--- src/rtl/eda_pkg.sv ---
// Shared types and constants for the flood-traversal push stack.
package eda_pkg;

  localparam int NEIGHBOR_NUM = 8;
  localparam int IDX_WIDTH    = $clog2(NEIGHBOR_NUM);

  // Default image geometry (16x16) used by the address type.
  localparam int DEF_M          = 16;
  localparam int DEF_N          = 16;
  localparam int DEF_ADDR_WIDTH = $clog2(DEF_M * DEF_N);

  typedef logic [DEF_ADDR_WIDTH-1:0] addr_t;

  typedef enum logic {IDLE, DRAIN} push_state_e;

  localparam int UPLEFT_IDX    = 7;
  localparam int UP_IDX        = 6;
  localparam int UPRIGHT_IDX   = 5;
  localparam int LEFT_IDX      = 4;
  localparam int RIGHT_IDX     = 3;
  localparam int DOWNLEFT_IDX  = 2;
  localparam int DOWN_IDX      = 1;
  localparam int DOWNRIGHT_IDX = 0;

  // Index of the lowest set bit; returns 0 for an empty mask.
  function automatic logic [IDX_WIDTH-1:0] lowest_set_idx(input logic [NEIGHBOR_NUM-1:0] mask);
    lowest_set_idx = '0;
    for (int k = NEIGHBOR_NUM - 1; k >= 0; k--) begin
      if (mask[k]) lowest_set_idx = IDX_WIDTH'(k);
    end
  endfunction

endpackage

--- src/rtl/eda_stack_mem.sv ---
// Stack storage: DEPTH x ADDR_WIDTH, synchronous write, registered read.
module eda_stack_mem #(
  parameter int DEPTH      = 256,
  parameter int ADDR_WIDTH = 8,
  parameter int PTR_WIDTH  = 8
) (
  input  logic                  clk,
  input  logic                  rst,
  input  logic                  wr_en,
  input  logic [PTR_WIDTH-1:0]  wr_ptr,
  input  logic [ADDR_WIDTH-1:0] wr_data,
  input  logic                  rd_en,
  input  logic [PTR_WIDTH-1:0]  rd_ptr,
  output logic [ADDR_WIDTH-1:0] rd_data
);

  logic [ADDR_WIDTH-1:0] mem [DEPTH];

  // NOTE: the array is deliberately not reset; only the occupancy count
  // decides which entries are meaningful, and a reset port would block RAM mapping.
  always_ff @(posedge clk) begin
    if (wr_en) mem[wr_ptr] <= wr_data;
  end

  always_ff @(posedge clk) begin
    if (rst)        rd_data <= '0;
    else if (rd_en) rd_data <= mem[rd_ptr];
  end

endmodule

--- src/rtl/eda_push_stack.sv ---
// LIFO of pending pixel addresses; serialises a masked 8-neighbour window one entry per cycle.
// Optional EDA_PUSH_STACK_WATERMARK_EN adds a max_count peak-occupancy output.
module eda_push_stack
  import eda_pkg::*;
#(
  parameter int M          = 16,
  parameter int N          = 16,
  parameter int ADDR_WIDTH = $clog2(M * N),
  parameter int DEPTH      = M * N,
  parameter int CNT_WIDTH  = $clog2(DEPTH + 1)
) (
  input  logic                                 clk,
  input  logic                                 reset,
  input  logic                                 clear,
  input  logic                                 push_valid,
  output logic                                 push_ready,
  input  logic [NEIGHBOR_NUM-1:0]              push_positions,
  input  logic [NEIGHBOR_NUM*ADDR_WIDTH-1:0]   neighbor_addrs,
  input  logic                                 pop_req,
  output logic                                 pop_valid,
  output logic [ADDR_WIDTH-1:0]                pop_addr,
  output logic                                 empty,
  output logic                                 full,
  output logic [CNT_WIDTH-1:0]                 count,
  output logic                                 overflow
`ifdef EDA_PUSH_STACK_WATERMARK_EN
  ,
  output logic [CNT_WIDTH-1:0]                 max_count
`endif
);

  localparam int PTR_WIDTH = (DEPTH > 1) ? $clog2(DEPTH) : 1;

  push_state_e                        state, state_next;
  logic [NEIGHBOR_NUM-1:0]            mask_q, mask_next;
  logic [NEIGHBOR_NUM*ADDR_WIDTH-1:0] addrs_q;
  logic [CNT_WIDTH-1:0]               count_next;
  logic [IDX_WIDTH-1:0]               bit_idx;
  logic [ADDR_WIDTH-1:0]              drain_data;
  logic                               flush, push_accept, pop_accept;
  logic                               drain_step, wr_en, drop;

  assign flush       = reset | clear;
  assign push_ready  = (state == IDLE);
  assign empty       = (count == '0);
  assign full        = (count == CNT_WIDTH'(DEPTH));
  assign push_accept = push_valid & push_ready & (|push_positions);
  assign pop_accept  = pop_req & ~empty;

  // A pop in the same cycle freezes the drain so the two never touch the pointer together.
  assign drain_step  = (state == DRAIN) & ~pop_accept;
  assign wr_en       = drain_step & ~full;
  assign drop        = drain_step & full;
  assign bit_idx     = lowest_set_idx(mask_q);
  assign drain_data  = addrs_q[int'(bit_idx) * ADDR_WIDTH +: ADDR_WIDTH];

  // NOTE: every always_comb output gets a default first so no path infers a latch.
  always_comb begin
    state_next = state;
    mask_next  = mask_q;
    count_next = count;
    unique case (state)
      IDLE: begin
        if (push_accept) begin
          state_next = DRAIN;
          mask_next  = push_positions;
        end
      end
      DRAIN: begin
        if (drain_step) begin
          mask_next = mask_q & (mask_q - 1'b1);
          if (mask_next == '0) state_next = IDLE;
        end
      end
      default: state_next = IDLE;
    endcase
    if (pop_accept)  count_next = count - 1'b1;
    else if (wr_en)  count_next = count + 1'b1;
  end

  always_ff @(posedge clk) begin
    if (flush) begin
      state     <= IDLE;
      mask_q    <= '0;
      count     <= '0;
      overflow  <= 1'b0;
      pop_valid <= 1'b0;
    end else begin
      state     <= state_next;
      mask_q    <= mask_next;
      count     <= count_next;
      overflow  <= overflow | drop;
      pop_valid <= pop_accept;
    end
  end

  // The held address window is only read while mask_q is non-zero.
  always_ff @(posedge clk) begin
    if (push_accept) addrs_q <= neighbor_addrs;
  end

`ifdef EDA_PUSH_STACK_WATERMARK_EN
  always_ff @(posedge clk) begin
    if (flush)                       max_count <= '0;
    else if (count_next > max_count) max_count <= count_next;
  end
`else
  // Watermark tracking is compiled out.
`endif

  eda_stack_mem #(
    .DEPTH      (DEPTH),
    .ADDR_WIDTH (ADDR_WIDTH),
    .PTR_WIDTH  (PTR_WIDTH)
  ) u_mem (
    .clk     (clk),
    .rst     (flush),
    .wr_en   (wr_en),
    .wr_ptr  (PTR_WIDTH'(count)),
    .wr_data (drain_data),
    .rd_en   (pop_accept),
    .rd_ptr  (PTR_WIDTH'(count - 1'b1)),
    .rd_data (pop_addr)
  );

endmodule
--- config.mk ---
export PLATFORM = sky130hd
export DESIGN_NAME = eda_push_stack
export DESIGN_NICKNAME = d
export VERILOG_FILES = /design/src/rtl/eda_pkg.sv /design/src/rtl/eda_stack_mem.sv /design/src/rtl/eda_push_stack.sv
export SDC_FILE = /design/constraint.sdc
export NUM_CORES = 2
export LEC_CHECK = 0
export CELL_PAD_IN_SITES_DETAIL_PLACEMENT = 2
export CELL_PAD_IN_SITES_GLOBAL_PLACEMENT = 2
export CORE_MARGIN = 5
export CORE_UTILIZATION = 30
export CTS_CLUSTER_DIAMETER = 200
export DETAILED_ROUTE_END_ITERATION = 6
export MAX_ROUTING_LAYER = met4
export PLACE_DENSITY_LB_ADDON = 0.1
export REMOVE_ABC_BUFFERS = 1
export SETUP_SLACK_MARGIN = 0.15
export SLEW_MARGIN = 5
export SYNTH_ARGS = -nofsm -noshare
export SYNTH_HDL_FRONTEND = slang
export SYNTH_SLANG_ARGS = --single-unit
export TNS_END_PERCENT = 5
--- constraint.sdc ---
create_clock -name clk -period 8.5 [get_ports clk]
set_input_delay 0.85 -clock clk [delete_from_list [all_inputs] [get_ports clk]]
set_output_delay 0.85 -clock clk [all_outputs]
set_load 0.05 [all_outputs]
# [Word-level counts from Yosys, hierarchy flattened]
# Memories as Yosys holds them, arrays and structs flattened. A register that Yosys moved wholly into a read port is not among the register bits.
# Index checks and enable logic that the tools add are counted.
[totals] ff_bits=84 mem_count=1 mem_bits_rw=2048 inputBits=77 output_inout_bits=22 word_cells=51
[mem_list] name="u_mem.mem" words=256 width=8 read_ports=1 rd_ports_with_merged_regs=1 write_ports=1 line="eda_stack_mem.sv:17" text="logic [ADDR_WIDTH-1:0] mem [DEPTH];"
[classes] shifts=1 eq_ne=3 n_addsub=3 reduce_logical=5 n_mux=19 bitwise=13
[ops] operator="$shiftx 64x7->8" n=1
[ops] operator="$mux 3" n=8
[ops] operator="$mux 9" n=2
[ops] operator="$mux 8" n=2
[ops] operator="$pmux 8 s2" n=1
[ops] operator="$add 9x1->9 const B" n=1
[ops] operator="$eq 9x9->1 const B" n=1
[ops] operator="$logic_not 9->1" n=1
[ops] operator="$sub 9x1->9 const B" n=1
[ops] operator="$and 8x8->8" n=1
[ops] operator="$logic_not 8->1" n=1
[ops] operator="$reduce_or 8->1" n=1
[ops] operator="$sub 8x1->8 const B" n=1
[ops] operator="$and 1x1->1" n=6
[ops] operator="$mux 1" n=5
[ops] operator="$ne 2x1->1 const B" n=2
[ops] operator="$not 1->1" n=4
[ops] operator="$or 1x1->1" n=2
[ops] operator="$pmux 1 s2" n=1
[ops] operator="$reduce_and 2->1" n=1
[ops] operator="$reduce_bool 2->1" n=1

# [Logic depth before layout (Yosys ltp)]
[depth] word_depth=9 depth_mapped=18 ltp_nobuf=9

# [Hierarchy]
# From an unflattened synthesis, not the netlist that was laid out.
[unflattened] cells_unflattened=4261 hier_area_um2=84284.6
[by_module_without_submodules] module="eda_stack_mem" instances=1 cells_per_inst=3938 seq_area_each_um2=61659.1 area_per_inst_um2=80524.7
[by_module_without_submodules] module="eda_push_stack" instances=1 cells_per_inst=323 seq_area_each_um2=2322.2 area_per_inst_um2=3759.9

# [Worst setup path before layout]
# OpenSTA, ideal clock, no wires.
[synth_path] path_type="register to register" from="register count[0]" to="register u_mem.rd_data[3], read port of u_mem.mem" n_path_buf=8 t_arrival_ns=4.817 stages_incl_launch_ff=17 path_slack_ns=3.591 path_cell_list="dfxtp_1 buf_2 buf_4 buf_2 buf_2 buf_2 inv_1 ha_1 or3b_2 clkbuf_1 nor3_1 nand2b_1 clkbuf_1 or4_1 clkbuf_1 and3b_1 nor4_1"
[synth_between] elab_chain_len=3
[synth_lines] element="start: declaration" line="eda_push_stack.sv:24" text="output logic [CNT_WIDTH-1:0] count,"
[synth_lines] element="start signal: assignment" line="eda_push_stack.sv:91" text="count <= count_next;"
[synth_lines] element="$logic_not 9->1" line="eda_push_stack.sv:45" text="assign empty = (count == '0);"
[synth_lines] element="via empty" line="eda_push_stack.sv:22" text="output logic empty,"
[synth_lines] element="$not 1->1" line="eda_push_stack.sv:48" text="assign pop_accept = pop_req & ~empty;"
[synth_lines] element="$and 1x1->1" line="eda_push_stack.sv:48"
[synth_lines] element="end: declaration" line="eda_stack_mem.sv:14" text="output logic [ADDR_WIDTH-1:0] rd_data"
# The timed path passes the listed nets, and every way through them passes these cells.
# A chain may end at the register's enable or synchronous reset.

# [Final worst setup path]
[layout_path] from="register count[0]" to="memory u_mem.mem[189][6], enable pin"
[layout_between] elab_chain_len=8
[layout_lines] element="$logic_not 9->1" line="eda_push_stack.sv:45"
[layout_lines] element="$not 1->1" line="eda_push_stack.sv:48"
[layout_lines] element="$and 1x1->1" line="eda_push_stack.sv:48"
[layout_lines] element="$not 1->1" line="eda_push_stack.sv:51" text="assign drain_step = (state == DRAIN) & ~pop_accept;"
[layout_lines] element="$and 1x1->1" line="eda_push_stack.sv:51"
[layout_lines] element="$and 1x1->1" line="eda_push_stack.sv:52" text="assign wr_en = drain_step & ~full;"
[layout_lines] element="$mux 1" line="eda_stack_mem.sv:22" text="if (wr_en) mem[wr_ptr] <= wr_data;"
[layout_lines] element="$mux 1 (implied by the code)" line="eda_stack_mem.sv:22"
[layout_lines] element="end: declaration" line="eda_stack_mem.sv:17"
# Parallel ways exist; a longest one is shown, timed or not.

==> impl_results.md <==
- Clock Sink Count: 2140
- Post-layout min period: 5.350 ns
- Xor/xnor cell area share of the yosys netlist: 0.08427%
- Clock buffer depth: 4
- Hold Path Depth: 1
- DP HPWL: about 160000 um
- Share of post-route cells with drive strength above 1: 24.37%
- Post-route ant nets: 0
- Worst Setup Start Kind: flip-flop
- DRC Markers: 0
- Area contributors post-synth: edfxtp_1, mux4_2, nor2_1
- Clock group share of total power: 36.3%
- Critical path type: flip-flop to flip-flop
- Layout Utilization: 34.92%
- Cts repair resizes: 0
- Final Hold Fails: 0
- Worst Tran Pin Value: 1.371 ns
- Logic pwr share: 19.8%
- Post-synthesis adder-cell area fraction: 0.07223%
- Reg2Reg Depth: 9
- Nets: 4198
- TritonCTS buffer count: 240
- Core area: between 0.2 and 0.3 mm2
- H-Tree Depth: 4
- Arr. time, crit path: 5.80 ns
- Overall global routing resource usage: 18.94%
- Leading cell types by count after synthesis: edfxtp_1, mux4_2, nor2_1
- Flop pwr share: a little over two fifths
- First-pass GRT wire length: between 300000 and 400000 um
- Number of enable flip-flop cells after synthesis: 2112
- RSZ-0062 raised after global routing: no
- Syn-to-layout area delta: 16.04%
- Fmax: between 150 and 200 MHz
- Total negative setup slack: 0 ns
- CP max FO: 40
- Worst Hold End: addrs_q[8]$_DFFE_PP_
- Avg Synthesized Cell Area: roughly 21 um2
- Inst Count DP: 7580
- Avg Vias per Cell: between 5 and 6
- RD Place Congestion: between 0.7 and 0.8
- Sw Share: 29.19%
- Netlist area before placement: 0.08314 mm2
- Post-Synth Simple-Gate Area: 3.098%
- Clk_lat worst skew: 0.90 ns
- Initial Utilization: 30.10%
- Dominant cell type by area after synthesis: edfxtp_1
- Vias in the first global route: 44825
- Post-CTS setup buffer count: 0
- Mux cell area share after synthesis: 16.17%
- CTS tree: yes
- Distinct cells, synth: 70
- Largest net degree at the start of global routing: 177
- R2R Path Start: count[0]$_SDFFE_PP0P_
- Tot Pwr: 27.84 mW
- IO Port Bufs: 98
- Hold_buf cts: 0
- Hold WC Path Type: input pin to flip-flop
- Row count: just under 200
- Post-synthesis cell count: 3923
- DR vias: 40746
- Cell area power density: 288.5 mW/mm2
- Reported net switching power: 8.127 mW
- Clock root buffer: clkbuf_16
- DR WL/cell: 33.33 um
- CP startpoint: count[0]$_SDFFE_PP0P_
- Synth warnings: 0
- Worst setup EP type: flip-flop
- Leak: 28.62 nW
- VDD IR-drop max: roughly 0.00018 V
- Internal power component: around 20 mW
- Top_reg_cell synth: edfxtp_1
- Final Slew Violations: 0
- Sequential fraction of the synthesis area: 76.95%
- DRT Pass-1 Iters: 5
- WL final: around 270000 um
- Final setup fails: 0
- Worst hold path startpoint: neighbor_addrs[8]
- Clock tree skew after final layout: 0.07766 ns
- Worst EP required: 8.95 ns
- Most instantiated library cell after synthesis: edfxtp_1
- Largest family of logic cells by synthesized area: multiplexers
- Ys async rst share: 0%
- Synthesized flop and latch total: 2140
- Initial antenna violation count: 14
- Total grt overflow: 0
- Maxcap violations: 0
- I/O pin count: 99
- FF-to-FF setup slack: 3.15 ns
- Compound-cell area share of the yosys netlist: 2.366%
- Die height: ~540 um
- Top-area cell type share of the netlist area: 76.28%
- R2r endpoint: u_mem.mem[189][6]$_DFFE_PP_
- Clk slew on worst S/H paths: 0.06 ns
- Die footprint: 0.2878 mm2
- Final Non-Filler Cells: 8013
- Rel. slew slack: under 10%
- Status: completed
- Ratio of final minimum period to clock period: 62.95%
- Die Wd: 536.5 um
- DRT iter0 DRCs: 3690
==> layout by cell type, fill, tap and decap left out, types with 8 or more instances in the layout <==
cell / count
a211oi_1: 10
a21o_1: 12
a21oi_1: 97
a22oi_1: 42
a311o_1: 9
a31oi_1: 16
and3_1: 11
buf_12: 14
buf_4: 72
bufinv_16: 21
clkbuf_1: 47
clkbuf_16: 240
clkdlybuf4s50_1: 98
clkinv_1: 73
clkinv_2: 28
dfxtp_1: 27
edfxtp_1: 2112
mux2_2: 14
mux2_8: 8
mux2i_1: 27
mux4_2: 574
nand2_1: 180
nand2_2: 9
nand3_1: 30
nor2_1: 296
nor3_1: 14
nor4_1: 13
o211ai_1: 11
o21ai_0: 28
o22ai_1: 9
==> final cells by class <==
| type | count | area (um2) |
|---|---|---|
| multi-input cells | 1542 | 18520 |
| flip-flops and latches | 2140 | 63990 |
| well taps | 3705 | 4636 |
| diodes | 3 | 7.507 |
| repair buffers | 187 | 1847 |
| clock buffers | 291 | 6237 |
| inverters | 6 | 22.52 |
| fillers | 26706 | 179800 |
| clock inverters | 139 | 1231 |
==> metrics by stage <==
step	cell area [um2]	worst slack [ns]	hold slack [ns]
final	96480	3.150	0.5140
after global routing	96470	2.862	0.4604
after CTS	96470	3.009	0.4303
after detailed placement	89000	3.076	0.5610
after global placement	88940	2.615	0.5329
after floorplan	82120	-28.20	0.4871
==> sequential cells by signal (all words and copies together), names as in the netlist <==
signal	count
u_mem.rd_data	8
u_mem.mem	2048
count	9
pop_valid	1
addrs_q	64
mask_q	8
overflow	1
state	1
==> critical path, cell delays in order (launching register included) <==
cell and delay (ns):
dfxtp_4 0.58, inv_1 0.31, ha_4 0.32, or3b_2 0.61
o21ai_0 0.31, and3_1 0.64, and2_1 0.44, nand2_2 0.34
buf_4 0.42, nor2_1 0.90
==> power by group through the flow <==
| stage | registers (mW) | logic, mW | clock network (mW) |
|---|---|---|---|
| after CTS | 12.2 | 5.66 | 10.4 |
| after global placement | 12.4 | 5.61 | 0 |
| after global routing | 12.2 | 5.78 | 10.8 |
| after detailed placement | 12.5 | 5.64 | 0 |
| final | 12.2 | 5.50 | 10.1 |
| after floorplan | 12.7 | 4.51 | 0 |
==> per-layer routing <==
layer | part of all wire [%] | track usage [%] | vias up
li1 | - | - | 16760
met1 | 46 | 26.13 | 22810
met2 | 49 | 30.52 | 872
met3 | 3.5 | 2.170 | 304
met4 | 2.1 | 3.975 | 0
met5 | 0 | - | -
==> worst max-delay path by stage <==
| stage | end |
|---|---|
| detailed placement | u_mem.mem[169][3]$_DFFE_PP_ |
| finish | u_mem.mem[189][6]$_DFFE_PP_ |
| global route | u_mem.mem[169][1]$_DFFE_PP_ |
| floorplan | u_mem.rd_data[4]$_SDFFE_PP0P_ |
| global placement | count[8]$_SDFFE_PP0P_ |
| CTS | u_mem.mem[169][1]$_DFFE_PP_ |
==> cell families after synthesis <==
kind of cell,count (synthesis)
DFF,2140
muxes,623
and+or+nand+nor,613
AOI/OAI and AO/OA,293
buffers and inverters,241
xor gates and xnor gates,8
adders and majority gates,5
Power figures use the tool's default switching activity.
